[config.mk]
export PLATFORM = sky130hd
export DESIGN_NAME = servo_pulse_decoder
export DESIGN_NICKNAME = d
export VERILOG_FILES = /design/src/rtl/servo_pkg.sv /design/src/rtl/servo_edge_sync.sv /design/src/rtl/servo_pulse_decoder.sv
export SDC_FILE = /design/constraint.sdc
export NUM_CORES = 1
export LEC_CHECK = 0
export CAP_MARGIN = 30
export CORE_MARGIN = 2
export CORE_UTILIZATION = 50
export CTS_BUF_LIST = sky130_fd_sc_hd__clkbuf_2 sky130_fd_sc_hd__clkbuf_4 sky130_fd_sc_hd__clkbuf_8
export CTS_CLUSTER_DIAMETER = 30
export DETAILED_ROUTE_END_ITERATION = 16
export GPL_TIMING_DRIVEN = 0
export PLACE_DENSITY = 0.82
export SYNTH_ARGS = -nofsm -noshare
export SYNTH_HDL_FRONTEND = slang
export SYNTH_SLANG_ARGS = --single-unit
[constraint.sdc]
create_clock -name mclk -period 2.2 [get_ports mclk]
set_input_delay 0.55 -clock mclk [delete_from_list [all_inputs] [get_ports mclk]]
set_output_delay 0.55 -clock mclk [all_outputs]
set_load 0.01 [all_outputs]
[src/rtl/servo_pkg.sv]
// Shared constants, FSM state type and status-word packing for the servo
// pulse decoder. Optional glitch filter macro: GLITCH_FILTER_EN.
package servo_pkg;

    localparam int FRAME_TICKS = 20000;
    localparam int TOL_TICKS   = 2000;
    localparam int MAX_TICKS   = 2200;
    localparam int STEP_TICKS  = 10;
    localparam int FILT_TICKS  = 4;

    localparam logic [1:0] HDR_HI = 2'b01;
    localparam logic [1:0] HDR_LO = 2'b00;

    typedef enum logic [1:0] {
        ST_WAIT_LOW,
        ST_WAIT_RISE,
        ST_HIGH,
        ST_LOW
    } state_e;

    // Same packed layout the PWM generator emits.
    function automatic logic [15:0] pack_status(
        input logic [7:0] pos,
        input logic       dir,
        input logic       hold
    );
        return {HDR_HI, HDR_LO, pos[7:4], 2'b00, pos[3:0], dir, hold};
    endfunction

endpackage

[src/rtl/servo_edge_sync.sv]
// Synchronizes the servo pin, optionally debounces it (GLITCH_FILTER_EN),
// ports: mclk_i, pin_i in; level_o, rise_o, fall_o (1-cycle strobes) out.
module servo_edge_sync (
    input  logic mclk_i,
    input  logic pin_i,
    output logic level_o,
    output logic rise_o,
    output logic fall_o
);

    logic s1_q;
    logic s2_q;
    logic lvl;
    logic prev_q;

    // The sync chain is deliberately not reset: a pulse already in flight
    // stays visible as a high level, so the FSM can discard it after reset.
    always_ff @(posedge mclk_i) begin
        s1_q <= pin_i;
        s2_q <= s1_q;
    end

`ifdef GLITCH_FILTER_EN
    import servo_pkg::*;

    localparam int FW = $clog2(FILT_TICKS + 1);
    localparam logic [FW-1:0] STAB_TOP = FW'(FILT_TICKS - 1);

    logic [FW-1:0] stab_q;
    logic          filt_q;

    // Level flips only after FILT_TICKS consecutive differing samples;
    // both edges see the same delay so the measured width is preserved.
    always_ff @(posedge mclk_i) begin
        if (s2_q == filt_q) begin
            stab_q <= '0;
        end else if (stab_q == STAB_TOP) begin
            filt_q <= s2_q;
            stab_q <= '0;
        end else begin
            stab_q <= stab_q + 1'b1;
        end
    end

    assign lvl = filt_q;
`else
    assign lvl = s2_q;
`endif

    always_ff @(posedge mclk_i) begin
        prev_q <= lvl;
    end

    assign level_o = lvl;
    assign rise_o  = lvl & ~prev_q;
    assign fall_o  = ~lvl & prev_q;

endmodule

[src/rtl/servo_pulse_decoder.sv]
// Measures servo pulse high time, reports width, position and status word.
// Ports: mclk,rst_n,pwm_in in; pulse_ticks,position,data_out,valid,err_width,frame_lost out. Macro: GLITCH_FILTER_EN.
module servo_pulse_decoder
    import servo_pkg::*;
#(
    parameter int P_FRAME_TICKS = FRAME_TICKS,
    parameter int P_TOL_TICKS   = TOL_TICKS,
    parameter int P_MAX_TICKS   = MAX_TICKS,
    parameter int P_STEP_TICKS  = STEP_TICKS
) (
    input  logic        mclk,
    input  logic        rst_n,
    input  logic        pwm_in,
    output logic [11:0] pulse_ticks,
    output logic [7:0]  position,
    output logic [15:0] data_out,
    output logic        valid,
    output logic        err_width,
    output logic        frame_lost
);

    localparam int PW = $clog2(P_STEP_TICKS);
    localparam logic [PW-1:0] PRESC_TOP = PW'(P_STEP_TICKS - 1);
    localparam logic [14:0]   LOST_LIM  = 15'(P_FRAME_TICKS + P_TOL_TICKS);
    localparam logic [11:0]   MAX_W     = 12'(P_MAX_TICKS);

    logic level;
    logic rise;
    logic fall;

    servo_edge_sync u_sync (
        .mclk_i  (mclk),
        .pin_i   (pwm_in),
        .level_o (level),
        .rise_o  (rise),
        .fall_o  (fall)
    );

    state_e        state_q, state_d;
    logic [11:0]   width_q, width_d;
    logic [PW-1:0] presc_q, presc_d;
    logic [7:0]    cnt_q, cnt_d;
    logic [14:0]   frame_q, frame_d;
    logic [11:0]   pulse_q, pulse_d;
    logic [7:0]    pos_q, pos_d;
    logic [15:0]   data_q, data_d;
    logic          valid_q, valid_d;
    logic          err_q, err_d;
    logic          lost_q, lost_d;
    logic          rise_acc;

    always_ff @(posedge mclk) begin
        if (!rst_n) begin
            state_q <= ST_WAIT_LOW;
            width_q <= '0;
            presc_q <= '0;
            cnt_q   <= '0;
            frame_q <= '0;
            pulse_q <= '0;
            pos_q   <= '0;
            data_q  <= '0;
            valid_q <= 1'b0;
            err_q   <= 1'b0;
            lost_q  <= 1'b0;
        end else begin
            state_q <= state_d;
            width_q <= width_d;
            presc_q <= presc_d;
            cnt_q   <= cnt_d;
            frame_q <= frame_d;
            pulse_q <= pulse_d;
            pos_q   <= pos_d;
            data_q  <= data_d;
            valid_q <= valid_d;
            err_q   <= err_d;
            lost_q  <= lost_d;
        end
    end

    always_comb begin
        state_d  = state_q;
        width_d  = width_q;
        presc_d  = presc_q;
        cnt_d    = cnt_q;
        frame_d  = frame_q;
        pulse_d  = pulse_q;
        pos_d    = pos_q;
        data_d   = data_q;
        valid_d  = 1'b0;
        err_d    = 1'b0;
        lost_d   = lost_q;
        rise_acc = 1'b0;

        if (frame_q != LOST_LIM) begin
            frame_d = frame_q + 15'd1;
        end

        unique case (state_q)
            ST_WAIT_LOW: begin
                if (!level) begin
                    state_d = ST_WAIT_RISE;
                end
            end
            ST_WAIT_RISE, ST_LOW: begin
                if (rise) begin
                    state_d  = ST_HIGH;
                    rise_acc = 1'b1;
                    // The rise cycle is the first high tick.
                    width_d  = 12'd1;
                    presc_d  = PW'(1);
                    cnt_d    = '0;
                end
            end
            ST_HIGH: begin
                if (fall) begin
                    state_d = ST_LOW;
                    if (!lost_q) begin
                        if (width_q <= MAX_W) begin
                            pulse_d = width_q;
                            pos_d   = cnt_q;
                            data_d  = pack_status(cnt_q, cnt_q > pos_q,
                                                  cnt_q == pos_q);
                            valid_d = 1'b1;
                        end else begin
                            err_d = 1'b1;
                        end
                    end
                end else begin
                    if (width_q != 12'hFFF) begin
                        width_d = width_q + 12'd1;
                    end
                    // cnt tracks floor(width/STEP) as the pulse runs.
                    if (presc_q == PRESC_TOP) begin
                        presc_d = '0;
                        if (cnt_q != 8'hFF) begin
                            cnt_d = cnt_q + 8'd1;
                        end
                    end else begin
                        presc_d = presc_q + 1'b1;
                    end
                end
            end
        endcase

        if (rise_acc) begin
            frame_d = '0;
            lost_d  = 1'b0;
        end else if (state_q != ST_WAIT_LOW && frame_d == LOST_LIM) begin
            lost_d = 1'b1;
        end
    end

    assign pulse_ticks = pulse_q;
    assign position    = pos_q;
    assign data_out    = data_q;
    assign valid       = valid_q;
    assign err_width   = err_q;
    assign frame_lost  = lost_q;

endmodule

[After elaboration in Yosys (flattened, before gate mapping)]
Index checks and enable logic that the tools add are counted.
Operators by class
  add/subtract/negate cells: 4
  order comparisons: 2
  equality and inequality tests: 16
  multiplexer cells: 22
  bitwise gates (word level): 8
  reduce and logical (&&, ||, !) cells: 12
Operators by type and width (number)
  $mux W12: 3
  $mux W8: 4
  $pmux W12 S2: 1
  $pmux W8 S2: 1
  $add A15 B1 Y15 const B: 1
  $eq A15 B15 Y1 const B: 1
  $mux W15: 1
  $ne A15 B15 Y1 const B: 1
  $ne A2 B2 Y1 const B: 7
  $add A12 B1 Y12 const B: 1
  $le A12 B12 Y1 const B: 1
  $mux W4: 3
  $ne A12 B12 Y1 const B: 1
  $add A8 B1 Y8 const B: 1
  $eq A8 B8 Y1: 1
  $gt A8 B8 Y1: 1
  $ne A8 B8 Y1 const B: 1
  $pmux W4 S2: 1
  $reduce_and A4 Y1: 2
  $mux W2: 3
  $not A1 Y1: 6
  $pmux W2 S3: 1
  $reduce_and A3 Y1: 2
  $reduce_and A5 Y1: 1
  other kinds (11): 18
Storage, ports and cells
  bits in registers: 78
  input bits: 3
  output and inout port bits: 39

[Longest topological paths before layout]
  depth in word-level cells: 5
  mapped depth: 8
  depth with buffers taken out: 7

[Cells and area by module]
A second synthesis with hierarchy kept.
Unflattened totals
  cell total of the unflattened synthesis: 380
  area, all modules: 3448.3 sq um
By module, submodules not included
  servo_pulse_decoder: instances 1, cells an instance 375, area an instance 3373.2 sq um
  servo_edge_sync: instances 1, cells an instance 5, area an instance 75.1 sq um

[Worst setup path before layout]
OpenSTA, ideal clock, no wires.
  kind: reg-to-reg
  from: register frame_q[0]
  to: register lost_q, in the netlist frame_lost
  data arrival time: 1.965 ns
  data required time: 2.083 ns
  path slack: 0.119 ns
  stages on the path, launching flop included: 9
  buffers on the path: 1
  path through: dfxtp_1 -> inv_1 -> ha_1 -> or4b_1 -> or4_1 -> buf_2 -> mux2_4 -> o2111ai_2 -> o21ai_1
Between the ends
  word-level cells in the longest chain between the ends: 4
Ends and longest elaborated chain
  from (decl): RTL line servo_pulse_decoder.sv:43  | logic [14:0] frame_q, frame_d;
  from (signal assigned): RTL line servo_pulse_decoder.sv:70  | frame_q <= frame_d;
  $add A15 B1 Y15 / $ne A15 B15 Y1 (equally long branches): RTL line servo_pulse_decoder.sv:95, servo_pulse_decoder.sv:94
  $mux W15 (*): RTL line servo_pulse_decoder.sv:94  | if (frame_q != LOST_LIM) begin
  $eq A15 B15 Y1 (*): RTL line servo_pulse_decoder.sv:148  | end else if (state_q != ST_WAIT_LOW && frame_d == LOST_LIM) begin
  $logic_and A1 B1 Y1 (*): RTL line servo_pulse_decoder.sv:148
  to (signal assigned): RTL line servo_pulse_decoder.sv:76  | lost_q <= lost_d;
  to (decl): RTL line servo_pulse_decoder.sv:49  | logic lost_q, lost_d;
Every way passes the cells marked *; elsewhere a longest branch is shown, timed or not.
A chain may end at the register's enable or synchronous reset.

[Final worst setup path]
Ends and elaborated chain as after synthesis.

==> results.tsv <==
metric	value	unit
final_min_period_over_clock_period	97.1	%
cts_hold_buffers	0	
antenna_cells_inserted	0	
rows	30	
clock-skew-final	0.0109	ns
synth_enable_flop_cells	0	
ys_dominant_reg_cell	dfxtp_1	
vdd_ir_drop_max	0.314	mV
detail-route-antenna-nets	0	
timing.max_slew.rel_slack	52.1	%
ys_seq_elements	70	
timing.hold.ws	0.344	ns
first_pass_iters	4	
yosysUniqueCellTypes	51	
first_global_vias	2863	
drive_above_1_share	10.3	%
whs_path_depth	0	
max_clock_freq	0.468	GHz
start_util	51.3	%
grt_pass1_wl	12700	um
crit_required	2.44	ns
layout_area_growth_over_synthesis	20.6	%
place.detailed.hpwl	5300	um
finish.net_count	480	
critical_path.endpoint_type	flop	
finalHoldViolCount	0	
critical_path.reg2reg.startpoint	frame_q[0]$_SDFF_PP0_	
vias	3065	
final_cells	547	
via_per_inst	5.60	
tritoncts	built	
final_design_instance_area_without_fill	4160	sq um
routed_wire_length_per_instance	13.5	um
timing_worst_setup_path_type	reg2reg	
synthArstFlopShare	0	%
crit_arrival	2.38	ns
floorplan.die.height	87.1	um
hold_removal_path_class	reg2reg	
antenna_found_initial	0	
cap_violations	0	
dieArea	7580	sq um
cellLeakagePower	0.00154	uW
cts_inserted_buffers	9	
yosys_warnings	0	
r2r_slack	0.06	ns
global_route.usage.total	20.9	%
globalRouteOverflowTotal	0	
finalSetupViolations	0	
hold_path.startpoint	u_sync.s1_q$_DFF_P_	
reg2reg_to	frame_lost$_SDFFE_PP0P_	
drcViolationCount	0	
status	complete, no violations	
core_area	6720	sq um
yosysTopAreaCell	dfxtp_1	
min_period	2.14	ns
syn_avg_cell_area	8.37	sq um
clock_path_buffers	2	
rsz0062_at_grt	no	
hold-path-endpoint	u_sync.level_o$_DFF_P_	
grt_start_max_net_pins	13	
buffer_ports.inserted	36	
die-width	87.1	um
r2r_cells	8	
power-per-cell-area	599	nW/um^2
cp-start-kind	flop	
worst_skew_pair.late_latency	0.35	ns
maxSlewViolCount	0	
synth_seq_area_share	40.6	%
boundaryPins	42	
crit_fanout	6	
area_contributors_post_synth	dfxtp_1 (41%), ha_1 (5.4%), a21oi_1 (5.1%)	
synth_top_area_share	40.6	%
clkTransAtPathRegs	0.07	ns
clock_sink_count	70	
filler_cell_count	575	
htree_levels	3	
root_buffer	clkbuf_8	
worstMarginPinSlew	0.718	ns
gp_congestion	0.879	
dp_cells	532	
synth_cells	412	
drt_first_iter_violations	185	
detail_route.wirelength	7400	um
synth_area	3450	sq um
placement.cell_area	3930	sq um
-- worst max path at each step --
stage	from	endpoint	cells past startpoint	slack, ns
global placement	rst_n	frame_q[9]$_SDFF_PP0_	5	-0.19
finish	frame_q[0]$_SDFF_PP0_	frame_lost$_SDFFE_PP0P_	8	0.06
global route	frame_q[0]$_SDFF_PP0_	frame_lost$_SDFFE_PP0P_	8	0.002
CTS	frame_q[10]$_SDFF_PP0_	frame_lost$_SDFFE_PP0P_	7	0.0003
floorplan	frame_q[0]$_SDFF_PP0_	frame_lost$_SDFFE_PP0P_	8	0.12
detailed placement	rst_n	width_q[6]$_SDFFE_PN0P_	5	-0.23
-- report_power, final --
group | leakage [uW] | switching (uW) | internal (uW)
Clock | 0.000106 | 494 | 585
Combinational | 0.000865 | 72.3 | 45.8
Sequential | 0.000567 | 15.6 | 1280
Total | 0.00154 | 582 | 1910
-- placed cells by master (no fill, tap or decap), types with 3 or more instances in the layout --
master,synthesis,routed
o21ai_0,31,31
buf_4,13,15
clkdlybuf4s50_1,0,36
clkbuf_8,0,11
xor2_1,12,12
nor3_1,7,7
o21ai_1,3,3
nand3_1,34,34
clkbuf_2,0,5
or3_1,4,4
and3_1,4,4
mux2i_1,3,3
o31ai_1,3,3
conb_1,1,5
nand4_1,8,8
inv_1,16,15
ha_1,15,15
o211ai_1,6,6
a21oi_1,35,35
nand2b_1,6,6
nand2_1,17,17
a2111oi_0,3,3
dfxtp_1,70,68
and4_1,3,3
nor2_1,42,42
nor2b_1,6,6
clkbuf_1,15,10
a211oi_1,4,4
or4_1,7,6
xnor2_1,9,9
-- synth_stat cells, types with 3 or more instances --
| cell | instances |
|---|---|
| dfxtp_1 | 70 |
| nor2_1 | 42 |
| a21oi_1 | 35 |
| nand3_1 | 34 |
| o21ai_0 | 31 |
| nand2_1 | 17 |
| inv_1 | 16 |
| clkbuf_1 | 15 |
| ha_1 | 15 |
| buf_4 | 13 |
| xor2_1 | 12 |
| xnor2_1 | 9 |
| nand4_1 | 8 |
| nor3_1 | 7 |
| or4_1 | 7 |
| nand2b_1 | 6 |
| nor2b_1 | 6 |
| o211ai_1 | 6 |
| a211oi_1 | 4 |
| and3_1 | 4 |
| or3_1 | 4 |
| a2111oi_0 | 3 |
| and4_1 | 3 |
| buf_1 | 3 |
| buf_2 | 3 |
| mux2i_1 | 3 |
| o21ai_1 | 3 |
| o31ai_1 | 3 |
-- final cells by class --
| class | instances | area, sq um | area share [%] |
|---|---|---|---|
| Sequential cell | 70 | 1410 | 33.8 |
| Inverter | 16 | 60.1 | 1.44 |
| Buffer | 32 | 188 | 4.51 |
| Clock buffer | 11 | 151 | 3.64 |
| Timing Repair Buffer | 37 | 368 | 8.84 |
| Tap cell | 80 | 100 | 2.41 |
| Clock inverter | 5 | 56.3 | 1.35 |
| Multi-Input combinational cell | 296 | 1830 | 44.0 |
-- sequential cells by signal, indices dropped and copies added (netlist names) --
name / count
frame_q: 15
u_sync.s1_q: 1
u_sync.level_o: 1
pulse_ticks: 12
data_out: 4
position: 7
u_sync.prev_q: 1
presc_q: 4
width_q: 12
valid: 1
state_q: 2
cnt_q: 8
frame_lost: 1
err_width: 1
-- through the flow --
step           total power, uW  setup WS [ns]  util [%]  setup TNS, ns
2_1_floorplan             1400          0.119         -              0
3_3_place_gp              1430         -0.191      58.4          -3.39
3_5_place_dp              1440         -0.234      58.4          -4.32
4_1_cts                   2510       0.000334      61.7              0
5_1_grt                   2580        0.00241      61.9              0
6_report                  2490         0.0648      61.9              0
-- routing by layer --
| layer | vias up | track usage, % | wire length [um] | share of wire (%) |
|---|---|---|---|---|
| met5 | - | 0 | 0 | 0 |
| met2 | 81 | 34.4 | 3390 | 46 |
| met1 | 1421 | 26.2 | 3500 | 47 |
| met3 | 9 | 4.17 | 411 | 5.6 |
| met4 | 0 | 10.1 | 93 | 1.3 |
| li1 | 1554 | - | - | - |
-- worst max-delay path: stages, from the launching register on --
cell	delay (ns)
dfxtp_4	0.37
inv_2	0.06
ha_1	0.14
or4b_4	0.45
or4_4	0.42
buf_6	0.15
mux2_4	0.29
o2111ai_2	0.08
o21ai_1	0.07
-- kinds of logic (layout without fill, tap and decap cells) --
logic type                 count (synthesis)  after routing  share of synthesized area, %
DFF                                       70             70                          40.6
xor gates and xnor gates                  21             21                          5.33
other                                      1              5                         0.109
adders and majority gates                 15             15                          5.44
and+or+nand+nor                          152            152                          23.1
AOI/OAI and AO/OA                         99             99                          17.2
buffers and inverters                     50            101                          6.96
muxes                                      4              4                          1.31
-- repair_timing --
action                     4_1_cts  5_1_grt
setup endpoints to repair        1       40
hold endpoints to repair         0        0
resized for setup                4       14
cloned                           0        0
pin swaps                        1        2
setup buffers                    0        1
Note: power is estimated with default switching activity, not from simulation.
